File: src/rtl/traffic_light_monitor.sv
`default_nettype none
// ============================================================================
// Module   : traffic_light_monitor
// Brief    : Passive checker for the four controller light buses; flags
//            encoding, conflict, sequence, yellow-timing and starvation errors.
// Revision : 1.0 - initial release
// ============================================================================
module traffic_light_monitor #(
    parameter int YEL_MIN = 3,
    parameter int YEL_MAX = 5,
    parameter int RED_MAX = 60,
    parameter int CW      = 8
) (
    input  logic          clk,
    input  logic          rst,
    input  logic [2:0]    light_M1,
    input  logic [2:0]    light_S,
    input  logic [2:0]    light_M2,
    input  logic [2:0]    light_MT,
    input  logic          clr_err,
    output logic          err_pulse,
    output logic [2:0]    err_code,
    output logic [1:0]    err_src,
    output logic [4:0]    err_sticky,
    output logic [CW-1:0] s_cycles
);

    localparam logic [2:0]    c_RED       = 3'b100;
    localparam logic [2:0]    c_YEL       = 3'b010;
    localparam logic [2:0]    c_GRN       = 3'b001;
    localparam logic [CW-1:0] c_DWELL_MAX = {CW{1'b1}};
    localparam logic [CW-1:0] c_YEL_MIN   = CW'(YEL_MIN);
    localparam logic [CW-1:0] c_YEL_LONG  = CW'(YEL_MAX + 1);
    localparam logic [CW-1:0] c_RED_LONG  = CW'(RED_MAX + 1);

    logic [2:0] r_smp [4];
    logic       r_smp_vld;
    logic       r_clr;

    // clr_err travels with the light sample so it lines up with the errors it races
    always_ff @(posedge clk) begin
        if (rst) begin
            r_smp[0]  <= '0;
            r_smp[1]  <= '0;
            r_smp[2]  <= '0;
            r_smp[3]  <= '0;
            r_smp_vld <= 1'b0;
            r_clr     <= 1'b0;
        end else begin
            r_smp[0]  <= light_M1;
            r_smp[1]  <= light_S;
            r_smp[2]  <= light_M2;
            r_smp[3]  <= light_MT;
            r_smp_vld <= 1'b1;
            r_clr     <= clr_err;
        end
    end

    logic [3:0] w_illegal;
    logic [3:0] w_badseq;
    logic [3:0] w_yel;
    logic [3:0] w_starve;
    logic [3:0] w_nonred;
    logic       w_s_done;

    for (genvar gi = 0; gi < 4; gi++) begin : g_light
        logic [2:0]    r_prev;
        logic [CW-1:0] r_dwell;
        logic          r_armed;
        logic [2:0]    w_v;
        logic          w_legal;
        logic          w_chg;
        logic          w_step_ok;
        logic          w_yel_short;
        logic [CW-1:0] w_dwell_nx;

        assign w_v       = r_smp[gi];
        assign w_legal   = (w_v == c_RED) || (w_v == c_YEL) || (w_v == c_GRN);
        assign w_chg     = (w_v != r_prev);
        assign w_step_ok = ((r_prev == c_GRN) && (w_v == c_YEL)) ||
                           ((r_prev == c_YEL) && (w_v == c_RED)) ||
                           ((r_prev == c_RED) && (w_v == c_GRN));
        // r_dwell still holds the yellow dwell on the sample that leaves yellow
        assign w_yel_short = r_smp_vld && r_armed && (r_prev == c_YEL) && w_chg &&
                             (r_dwell < c_YEL_MIN);

        always_comb begin
            if (!w_legal || w_chg)
                w_dwell_nx = CW'(1);
            else if (r_dwell == c_DWELL_MAX)
                w_dwell_nx = r_dwell;
            else
                w_dwell_nx = r_dwell + CW'(1);
        end

        assign w_illegal[gi] = r_smp_vld && !w_legal;
        assign w_badseq[gi]  = r_smp_vld && r_armed && w_legal && w_chg && !w_step_ok;
        assign w_yel[gi]     = w_yel_short ||
                               (r_smp_vld && (w_v == c_YEL) && (w_dwell_nx == c_YEL_LONG));
        assign w_starve[gi]  = r_smp_vld && (w_v == c_RED) && (w_dwell_nx == c_RED_LONG);
        assign w_nonred[gi]  = r_smp_vld && (w_v[1] || w_v[0]);

        if (gi == 1) begin : g_s_count
            assign w_s_done = r_smp_vld && r_armed && (r_prev == c_YEL) &&
                              (w_v == c_RED) && !w_yel_short;
        end

        always_ff @(posedge clk) begin
            if (rst) begin
                r_prev  <= '0;
                r_dwell <= '0;
                r_armed <= 1'b0;
            end else if (r_smp_vld) begin
                r_prev  <= w_v;
                r_dwell <= w_dwell_nx;
                r_armed <= w_legal;
            end
        end
    end

    logic       w_conf_s;
    logic       w_conf_m;
    logic [4:0] w_cls;
    logic [2:0] w_code;
    logic [1:0] w_src;

    assign w_conf_s = w_nonred[1] && (w_nonred[0] || w_nonred[2] || w_nonred[3]);
    assign w_conf_m = w_nonred[2] && w_nonred[3];
    assign w_cls    = {|w_starve, |w_yel, |w_badseq, w_conf_s || w_conf_m, |w_illegal};

    function automatic logic [1:0] f_lowest(input logic [3:0] v);
        if (v[0])      return 2'd0;
        else if (v[1]) return 2'd1;
        else if (v[2]) return 2'd2;
        else if (v[3]) return 2'd3;
        else           return 2'd0;
    endfunction

    always_comb begin
        w_code = 3'd0;
        w_src  = 2'd0;
        if (w_cls[0]) begin
            w_code = 3'd1;
            w_src  = f_lowest(w_illegal);
        end else if (w_cls[1]) begin
            w_code = 3'd2;
            w_src  = w_conf_s ? 2'd1 : 2'd2;
        end else if (w_cls[2]) begin
            w_code = 3'd3;
            w_src  = f_lowest(w_badseq);
        end else if (w_cls[3]) begin
            w_code = 3'd4;
            w_src  = f_lowest(w_yel);
        end else if (w_cls[4]) begin
            w_code = 3'd5;
            w_src  = f_lowest(w_starve);
        end
    end

    always_ff @(posedge clk) begin
        if (rst) begin
            err_pulse  <= 1'b0;
            err_code   <= 3'd0;
            err_src    <= 2'd0;
            err_sticky <= 5'd0;
            s_cycles   <= '0;
        end else begin
            err_pulse  <= |w_cls;
            if (|w_cls) begin
                err_code <= w_code;
                err_src  <= w_src;
            end
            err_sticky <= r_clr ? w_cls : (err_sticky | w_cls);
            if (w_s_done)
                s_cycles <= s_cycles + CW'(1);
        end
    end

endmodule
`default_nettype wire
File: config.mk
export PLATFORM = sky130hd
export DESIGN_NAME = traffic_light_monitor
export DESIGN_NICKNAME = d
export VERILOG_FILES = /design/src/rtl/traffic_light_monitor.sv
export SDC_FILE = /design/constraint.sdc
export NUM_CORES = 1
export LEC_CHECK = 0
export CAP_MARGIN = 20
export CORE_UTILIZATION = 56
export CTS_BUF_LIST = sky130_fd_sc_hd__clkbuf_2 sky130_fd_sc_hd__clkbuf_4 sky130_fd_sc_hd__clkbuf_8
export DETAILED_ROUTE_END_ITERATION = 16
export PLACE_DENSITY = 0.78
export SYNTH_ARGS = -nofsm -noshare
export SYNTH_HDL_FRONTEND = slang
export SYNTH_SLANG_ARGS = --single-unit
File: constraint.sdc
create_clock -name clk -period 2.33 [get_ports clk]
set_input_delay 0.233 -clock clk [delete_from_list [all_inputs] [get_ports clk]]
set_output_delay 0.233 -clock clk [all_outputs]
set_load 0.01 [all_outputs]
# ---- Word level (Yosys, flattened, before mapping)
# Memory sizes are Yosys's and may differ from the RTL's.
# Index checks and enable logic that the tools add are counted.
dict set report totals {
  mem_bits_rw 12
  input_bits 15
  elab_cells 230
  memories 1
  regBits 69
}
dict set report op_classes {
  reduce_logical 113
  n_lt_le_gt_ge 4
  bitwise_logic 5
  muxes 43
  eq_ne 40
  addsub 5
}
# name words word_bits rd rd_clocked_by_memory_dff write_ports line
set mem_list {}
lappend mem_list {r_smp 4 3 4 0 4 36} ;# logic [2:0] r_smp [4];
# operator n
set ops {}
lappend ops {{logical AND 1 bit} 68}
lappend ops {{two-way mux 8 bit} 8}
lappend ops {{two-way mux 2 bit} 22}
lappend ops {{adder 8 x 1 -> 8 bit (second input constant)} 5}
lappend ops {{== test 8 x 3 -> 1 bit (second input constant)} 4}
lappend ops {{== test 8 x 6 -> 1 bit (second input constant)} 4}
lappend ops {{== test 8 bit (second input constant)} 4}
lappend ops {{less-than comparator 8 x 2 -> 1 bit (second input constant)} 4}
lappend ops {{logical OR 1 bit} 31}
lappend ops {{two-way mux 3 bit} 9}
lappend ops {{== test 3 x 1 -> 1 bit (second input constant)} 8}
lappend ops {{== test 3 x 2 -> 1 bit (second input constant)} 8}
lappend ops {{== test 3 bit (second input constant)} 8}
lappend ops {{OR reduction 17 bit} 1}
lappend ops {{OR reduction 4 bit} 4}
lappend ops {{inequality test 3 bit} 4}
lappend ops {{zero test 1 bit} 9}
lappend ops {{two-way mux 5 bit} 1}
lappend ops {{bitwise OR 5 bit} 1}
lappend ops {{bitwise OR 1 bit} 4}
lappend ops {{two-way mux 1 bit} 3}

# ---- Longest topological paths before layout
dict set report logic_depth {
  depth_word 17
  mapped_depth 12
  depth_no_buf 10
}

# ---- Worst setup path before layout
# No wires, ideal clock.
dict set report synth_path {
  path_kind {register -> register}
  start {register g_light[1].r_dwell[0]}
  end {register err_src[0]}
  required_ns 2.212
  t_arrival_ns 2.440
  n_path_buf 1
  slack_ns -0.228
  setup_ns 0.118
  path_stages_with_launch 12
  path_cell_list {dfxtp_1 -> ha_1 -> buf_2 -> nand4_1 -> or2_2 -> a22oi_1 -> a2111oi_2 -> a41o_1 -> nor4b_4 -> and3_4 -> nor4_2 -> nand2b_1}
}
dict set report synth_via {
  elab_chain_len 12
  elab_cells_between_ends 23
  classes_between {1 x add/sub; 1 x order compare; 3 x eq/ne; 11 x mux; 7 x reduce/logical}
}
# item line
set synth_lines {}
lappend synth_lines {{start, declared} 68} ;# logic [CW-1:0] r_dwell;
lappend synth_lines {{start signal, assigned} 115} ;# r_dwell <= w_dwell_nx;
lappend synth_lines {{adder 8 x 1 -> 8 bit / == test 8 bit (equally long branches)} {93, 90}}
lappend synth_lines {{two-way mux 8 bit} 90} ;# else if (r_dwell == c_DWELL_MAX)
lappend synth_lines {{two-way mux 8 bit} 88} ;# if (!w_legal || w_chg)
lappend synth_lines {{== test 8 x 6 -> 1 bit / == test 8 x 3 -> 1 bit (equally long branches)} {100, 99}}
lappend synth_lines {{logical AND 1 bit, on equally long branches} {100, 99}}
lappend synth_lines {{two-way mux 2 bit / logical OR 1 bit (equally long branches)} {133, 98}}
lappend synth_lines {{two-way mux 2 bit, on equally long branches} {132, 133}}
lappend synth_lines {{two-way mux 2 bit, on equally long branches} {154, 132}}
lappend synth_lines {{two-way mux 2 bit} 151} ;# end else if (w_cls[3]) begin
lappend synth_lines {{two-way mux 2 bit} 148} ;# end else if (w_cls[2]) begin
lappend synth_lines {{two-way mux 2 bit} 145} ;# end else if (w_cls[1]) begin
lappend synth_lines {{two-way mux 2 bit} 142} ;# if (w_cls[0]) begin
lappend synth_lines {{end signal, assigned} 171} ;# err_src <= w_src;
lappend synth_lines {{end, declared} 23} ;# output logic [1:0] err_src,
# Several ways; a longest one is shown, not always the timed one.
# A chain may end at the register's enable or synchronous reset.

# ---- Final worst setup path
dict set report layout_path {
  start {register g_light[2].r_prev[1]}
  end {register err_src[0]}
}
dict set report layout_via {
  elab_chain_len 13
  elab_cells_between_ends 40
  classes_between {6 x eq/ne; 15 x mux; 19 x reduce/logical}
}
# item line
set layout_lines {}
lappend layout_lines {{start, declared} 67} ;# logic [2:0] r_prev;
lappend layout_lines {{start signal, assigned} 114} ;# r_prev <= w_v;
lappend layout_lines {{inequality test 3 bit} 79} ;# assign w_chg = (w_v != r_prev);
lappend layout_lines {{logical OR 1 bit} 88}
lappend layout_lines {{two-way mux 8 bit} 88}
lappend layout_lines {{== test 8 x 6 -> 1 bit / == test 8 x 3 -> 1 bit (equally long branches)} {100, 99}}
lappend layout_lines {{logical AND 1 bit, on equally long branches} {100, 99}}
lappend layout_lines {{two-way mux 2 bit / logical OR 1 bit (equally long branches)} {134, 98}}
lappend layout_lines {{two-way mux 2 bit, on equally long branches} {133, 134}}
lappend layout_lines {{two-way mux 2 bit, on equally long branches} {132, 133}}
lappend layout_lines {{two-way mux 2 bit, on equally long branches} {154, 132}}
lappend layout_lines {{two-way mux 2 bit} 151}
lappend layout_lines {{two-way mux 2 bit} 148}
lappend layout_lines {{two-way mux 2 bit} 145}
lappend layout_lines {{two-way mux 2 bit} 142}
# Several ways; a longest one is shown, not always the timed one.

==> flow_summary_export.csv <==
group,metric,value,unit
routing,drt-met1-wl,7.33,mm
grt,grt_pass1_vias,5584,
placement,place_hpwl,11.8,mm
grt,grt_pass1_wl,26.4,mm
clock_network,cts-root-buf,"clkbuf_8",
placement,place_area,6920,um2
min_path,hold_path.startpoint,"rst",
clock_network,cts_sinks,81,
status,status,"finished, violations left",
status,violations,"negative setup slack",
clock_network,clk_pin_slew_worst_paths,0.10,ns
logic_synthesis,syn_area,5520,um2
critical_path,r2r_slack,-0.23,ns
power_and_ir_drop,power_density,415,nW/um2
critical_path,r2r.worst_path.cells,10,
logic_synthesis,avgSynthCellArea,7.85,um2
routing,route.detailed.drc,0,
cells_and_area,area_growth,35.2,%
timing,fin_crit,2.56,ns
timing,setup_violations,5,
cells_and_area,n_antenna_cell,0,
logic_synthesis,synth_flop_cell,"dfxtp_1",
logic_synthesis,synth_cell_type_count,84,
clock_network,htreeDepth,3,
logic_synthesis,syn-instance-count,703,
timing,drv_slew,0,
logic_synthesis,synth-edff-count,0,
cells_and_area,final_cell_mix,"buf_4, nor2_1, dfxtp_1",
power_and_ir_drop,power.leakage,2.91,nW
routing,route.vias.total,5944,
grt,antenna_found_initial,0,
die,num_io_pins,34,
grt,grt_max_degree,40,
flow_run,cap_violations,0,
die,die-area,10200,um2
clock_network,clock_latency,0.37,ns
routing,drt_iter0_drc,323,
critical_path,critPathSlowestCell,"or4_4",
critical_path,path_max_fanout,5,
routing,wl_met2,8.04,mm
logic_synthesis,synth_top_area_frac,0.294,
critical_path,r2r_start,"g_light[2].r_prev[1]",
placement,dp_slack,-0.204,ns
cells_and_area,final_nets,866,
logic_synthesis,yosysTopAreaCell,"dfxtp_1",
logic_synthesis,yosysSeqAreaShare,0.294,
routing,final_antenna_net_count,0,
critical_path,critPathRequiredTime,2.58,ns
timing,hold_violations,0,
timing,maxSlewHeadroom,0.706,
critical_path,crit_arrival,2.81,ns
clock_network,cts_tree,"done",
die,initial_core_util,0.589,
routing,wirelength,16.8,mm
timing,post-route-period-util,1.10,
grt,grt_overflow,0,
routing,maxUsedRoutingLayer,"met4",
logic_synthesis,syn_nets,723,
clock_network,cts_buffer_depth,2,
critical_path,end_kind,"flop",
timing,tightest_slew,0.441,ns
timing,finalWorstSetupSlack,-0.228,ns
grt,groute.usage.overall,0.323,
min_path,min_to,"g_light[2].r_armed",
routing,first_pass_iters,6,
cells_and_area,fill_cells,647,
cells_and_area,drive_above_1_share,0.298,
logic_synthesis,synthArstFlopShare,0,
cells_and_area,final_cell_area,7460,um2
routing,wl_met3,932,um
timing,fmax,391,MHz
critical_path,criticalPathCategory,"reg2reg",
critical_path,cp_slowest_stage_delay,0.43,ns
clock_network,cts_buffers,9,
die,core_area,9370,um2
min_path,min_path_cells,2,
logic_synthesis,ys_warn_count,0,
routing,vias_per_cell,6.07,
critical_path,reg2reg_to,"err_src[0]",
cells_and_area,layout_commonest_cell,"buf_4",
timing,rsz0062_at_grt,"yes",
logic_synthesis,synth_seq_cells,81,
die,die_h,101,um
die,rows,35,
timing,skew,0.0183,ns
die,die_w,101,um
placement,port-buffer-count,33,
placement,gp_congestion,1.01,
routing,wire_per_inst,17.1,um
power_and_ir_drop,peakVddDrop,0.328,mV
critical_path,crit_chain,"and4bb_1 -> o21a_4 -> o211a_4 -> or4_4 -> o211ai_1 -> buf_4 -> nor4b_2 -> a32oi_1 -> nor4_4 -> nand2b_1",
critical_path,start_kind,"flop",
logic_synthesis,synth.area.top_cells,"dfxtp_1, nor2_1, a21oi_1",
min_path,hold_class,"in2reg",
## where the power goes
group	total, W	internal (W)	switching, W
Sequential	0.00148	0.00143	0.0000464
Clock	0.00110	0.000505	0.000590
Combinational	0.000526	0.000258	0.000268
## Yosys cell counts (all sizes together), types with 12 or more instances
library cell	instances
xnor2	23
clkbuf	37
dfxtp	81
nor3	16
nand3	21
a31oi	14
nor4	13
buf	28
nand4	23
mux2i	21
nor2	85
and3	17
a21oi	46
a211oi	12
nor2b	19
o21ai	27
nand2	49
## layer usage
metal / vias up / global-route usage
met5: - / 0
met4: 0 / 0.124
met3: 49 / 0.0476
met2: 230 / 0.557
met1: 2787 / 0.408
li1: 2878 / -
## worst max path at each step
stage / from / to / cells after the start / slack, ns
after floorplan: g_light[1].r_dwell[0] / err_src[0] / 11 / -0.1
after CTS: r_smp[2][1] / err_src[0] / 9 / -0.07
final: g_light[2].r_prev[1] / err_src[0] / 10 / -0.23
after detailed placement: r_smp[2][1] / err_src[0] / 9 / -0.20
after global routing: g_light[3].r_dwell[1] / err_src[0] / 11 / -0.30
after global placement: g_light[0].r_dwell[0] / err_src[0] / 11 / -0.13
## layout make-up
cell class | count | area [um2] | share of cell area
Sequential cell | 81 | 1650 | 0.221
Multi-Input combinational cell | 548 | 3810 | 0.511
Inverter | 9 | 33.8 | 0.00453
Timing Repair Buffer | 197 | 1600 | 0.214
Tap cell | 129 | 161 | 0.0216
Clock inverter | 7 | 77.6 | 0.0104
Clock buffer | 9 | 124 | 0.0166
## state kept, by name, indices dropped and copies added, names as in the netlist
name	cells
r_smp_vld	1
err_code	3
r_clr	1
err_src	2
g_light.r_dwell	32
err_sticky	5
r_smp	12
g_light.r_prev	12
s_cycles	8
g_light.r_armed	4
err_pulse	1
## critical path: cells and delay by family (launching register included)
family / cells / cell delay [ns]
and+or+nand+nor: 5 / 0.90
buffers and inverters: 1 / 0.17
AOI/OAI and AO/OA: 4 / 0.99
DFF: 1 / 0.38
## timing repair
action,in CTS,in global routing
pin swaps,20,16
setup buffers,6,6
setup endpoints to repair,8,8
hold buffers,0,0
gates resized for setup,34,31
## cell families after synthesis
kind of cell / count (synthesis) / share of synthesized area
buffers and inverters: 74 / 0.0599
multiplexers: 22 / 0.0402
adder cells (fa/ha/maj): 5 / 0.0113
AND/OR/NAND/NOR: 324 / 0.337
AO/OA/AOI/OAI: 166 / 0.208
flip-flops: 81 / 0.294
XOR/XNOR: 31 / 0.0492
## metrics by stage
step	power (W)	std cells	hold WS (ns)	utilization	setup TNS (ns)
2_1_floorplan	0.00179	703	0.361	-	-0.140
3_3_place_gp	0.00198	953	0.459	0.738	-0.307
3_5_place_dp	0.00200	953	0.469	0.738	-0.491
4_1_cts	0.00309	974	0.273	0.776	-0.140
5_1_grt	0.00321	980	0.288	0.796	-1.48
6_report	0.00310	980	0.288	0.796	-0.588
Power figures use the tool's default switching activity.
==> patch: new RTL, same flow settings <==
Put one more register stage on the output `err_code`. The value now appears one clock later. The other outputs are not delayed to match.
--- a/src/rtl/traffic_light_monitor.sv
+++ b/src/rtl/traffic_light_monitor.sv
@@ -34,2 +34,4 @@
     localparam logic [CW-1:0] c_RED_LONG  = CW'(RED_MAX + 1);
+
+    logic [2:0] err_code_s0;
 
@@ -162,3 +164,3 @@
             err_pulse  <= 1'b0;
-            err_code   <= 3'd0;
+            err_code_s0 <= 3'd0;
             err_src    <= 2'd0;
@@ -169,3 +171,3 @@
             if (|w_cls) begin
-                err_code <= w_code;
+                err_code_s0 <= w_code;
                 err_src  <= w_src;
@@ -178,2 +180,6 @@
 
+    always_ff @(posedge clk) begin
+        err_code <= err_code_s0;
+    end
+
 endmodule
Check against the original RTL: not equivalent (Yosys sat finds a counterexample within 4 cycles, from zero or initial values and one cycle with rst high).
==> patch against the unedited design <==
The flow still finishes with violations (negative setup slack); synthesized area down 8.6%; setup slack better by 0.050 ns; core utilization down 2.8 points; critical path depth unchanged; wire length down 15%; sequential share of layout area up 3.4 points; sequential cell count up 3; non-clock buffer count down 34; design area down 10%; sequential power up 3%; power up 0.30%; final cell count down 11%; largest power group unchanged.
==> patch: results (changes against the unedited design) <==
Status -> finished with violations
Violated checks -> negative setup slack
Synth Area in Adders -> 0.0124 (+0.00106)
Slew @ Worst Pin -> 0.824 ns (+0.382 ns)
Final setup viols -> 4 (-1)
CTS root buf -> clkbuf_8
EDFF count, synth -> 0 (unchanged)
Largest regs -> g_light.r_dwell x32, g_light.r_prev x12, r_smp x12
Data arrival, critical path -> 2.79 ns (-0.02 ns)
Drt pass-1 iters -> 8 (+2)
Worst min-delay path endpoint -> err_code[1]
I/O Buffers -> 33 (unchanged)
Max clock buf depth -> 2 (unchanged)
Worst Skew -> 0.0218 ns (+0.00350 ns)
Worst Min Path Start -> err_code_s0[1]
Gr usage total -> 0.302 (-0.0214)
Hold WC Path Type -> reg -> reg
Top cells by count, synth -> dfxtp_1 (84), nor2_1 (70), nand2_1 (53)
Post-synth ARST share -> 0 (unchanged)
Sequential area share after synthesis -> 0.333 (+0.0394)
CTS buffer count -> 9 (unchanged)
Top FF cell, synth -> dfxtp_1
Vias -> 5335 (-10%)
Post-Synth XOR/XNOR Area -> 0.0556 (+0.00634)
GPL Wtd Cong -> 0.935 (-7.3%)
Hold Crit Depth -> 0 (-2)
Syn_nets -> 667 (-7.7%)
Max stage delay on crit path -> 0.38 ns (-0.05 ns)
Crit path max-delay family -> simple AND/OR/NAND/NOR gates
Post-synthesis mux area share -> 0.0318 (-0.00840)
Average wire per standard cell -> 16.3 um (-5.1%)
Pin count of the biggest net entering global routing -> 43 (+7.5%)
Placed instance area -> 0.00628 mm2 (-9.2%)
Synth area leaders -> dfxtp_1 (33%), nor2_1 (5.2%), a21oi_1 (5.2%), nand2_1 (3.9%), xnor2_1 (3.8%)
Post-DP HPWL -> 10.1 mm (-14%)
Worst reg2reg path endpoint -> err_src[0]
Starting DRT DRC Count -> 371 (+15%)
Global-route wire length before repair -> 23.7 mm (-10%)
RR Startpoint -> g_light[2].r_prev[0]
Hold slack -> 0.378 ns (+0.0899 ns)
Maximum vdd drop -> 0.000482 V (+47%)
Vias in the first global route -> 5073 (-9.2%)
Worst Reg-to-Reg Cells -> 10 (unchanged)
Slowest CP cell -> dfxtp_4
Leakage -> 2.59 nW (-11%)
Compound-Gate Fraction of Synth Area -> 0.208 (-0.000369)
Share of layout cells above drive strength 1 -> 0.271 (-0.0276)
Fin worst setup slack -> -0.178 ns (+0.0500 ns)
Synth cell types -> 70 (-17%)
Nets -> 783 (-9.6%)
CTS clock-pin slew for the worst setup and hold paths -> 0.11 ns
## patch: cells by family (layout without fill, tap and decap cells)
logic type / after synthesis / count (layout)
AND/OR/NAND/NOR: 283 / 283
flip-flops: 84 / 84
AO/OA/AOI/OAI: 156 / 156
multiplexers: 16 / 16
adder cells (fa/ha/maj): 5 / 5
XOR/XNOR: 32 / 32
buffers and inverters: 71 / 192
## patch: cell type report
| cell class | count | area (um2) |
|---|---|---|
| clock buffer | 9 | 124 |
| clock inverter | 7 | 76.3 |
| fill | 648 | 2020 |
| inverter | 13 | 48.8 |
| multi-input combinational | 492 | 3290 |
| sequential | 84 | 1710 |
| tap | 108 | 135 |
| timing repair buffer | 163 | 1320 |
## patch: worst reg2reg max path, cell delays in order (launching register included)
cell and delay [ns]:
dfxtp_4 0.38, nor3b_1 0.30, and3_1 0.31, o41ai_1 0.11
a221o_1 0.32, nand2_2 0.10, nand4_1 0.18, buf_4 0.20
nor3_4 0.25, nor4_2 0.07, a2111oi_2 0.21
## patch: layer usage
metal,part of all wire,track usage,vias to the layer above
met1,0.44,0.388,2486
met2,0.47,0.501,214
li1,-,-,2588
met4,0.033,0.123,0
met3,0.059,0.0535,47
met5,0,0,-
## patch: worst max path at each step
stage	startpoint	end	slack [ns]	depth (start not counted)
after global routing	g_light[2].r_prev[0]	err_src[0]	-0.30	10
after floorplan	r_smp[0][2]	err_src[0]	-0.14	11
after global placement	g_light[0].r_prev[2]	err_src[0]	-0.06	10
after CTS	r_smp[0][1]	err_src[0]	-0.11	10
final	g_light[2].r_prev[0]	err_src[0]	-0.18	10
after detailed placement	g_light[0].r_prev[2]	err_src[0]	-0.16	10
## patch: through the flow
| stage | setup WS, ns | std cells | TNS, ns |
|---|---|---|---|
| floorplan | -0.144 | 647 | -0.194 |
| global placement | -0.0606 | 854 | -0.102 |
| detailed placement | -0.163 | 854 | -0.327 |
| CTS | -0.111 | 874 | -0.225 |
| global route | -0.302 | 876 | -0.999 |
| finish | -0.178 | 876 | -0.455 |
## patch: power breakdown
| group | total, mW | switching [mW] | internal [mW] |
|---|---|---|---|
| Clock | 1.07 | 0.642 | 0.429 |
| Sequential | 1.53 | 0.0481 | 1.48 |
| Combinational | 0.508 | 0.258 | 0.249 |
## patch: what timing repair did
item                       CTS  global route
setup buffers                4             4
setup endpoints to repair    6            11
gates resized for setup     12            31
pin swaps                    8            12
cloned                       0             0
hold buffers                 0             0
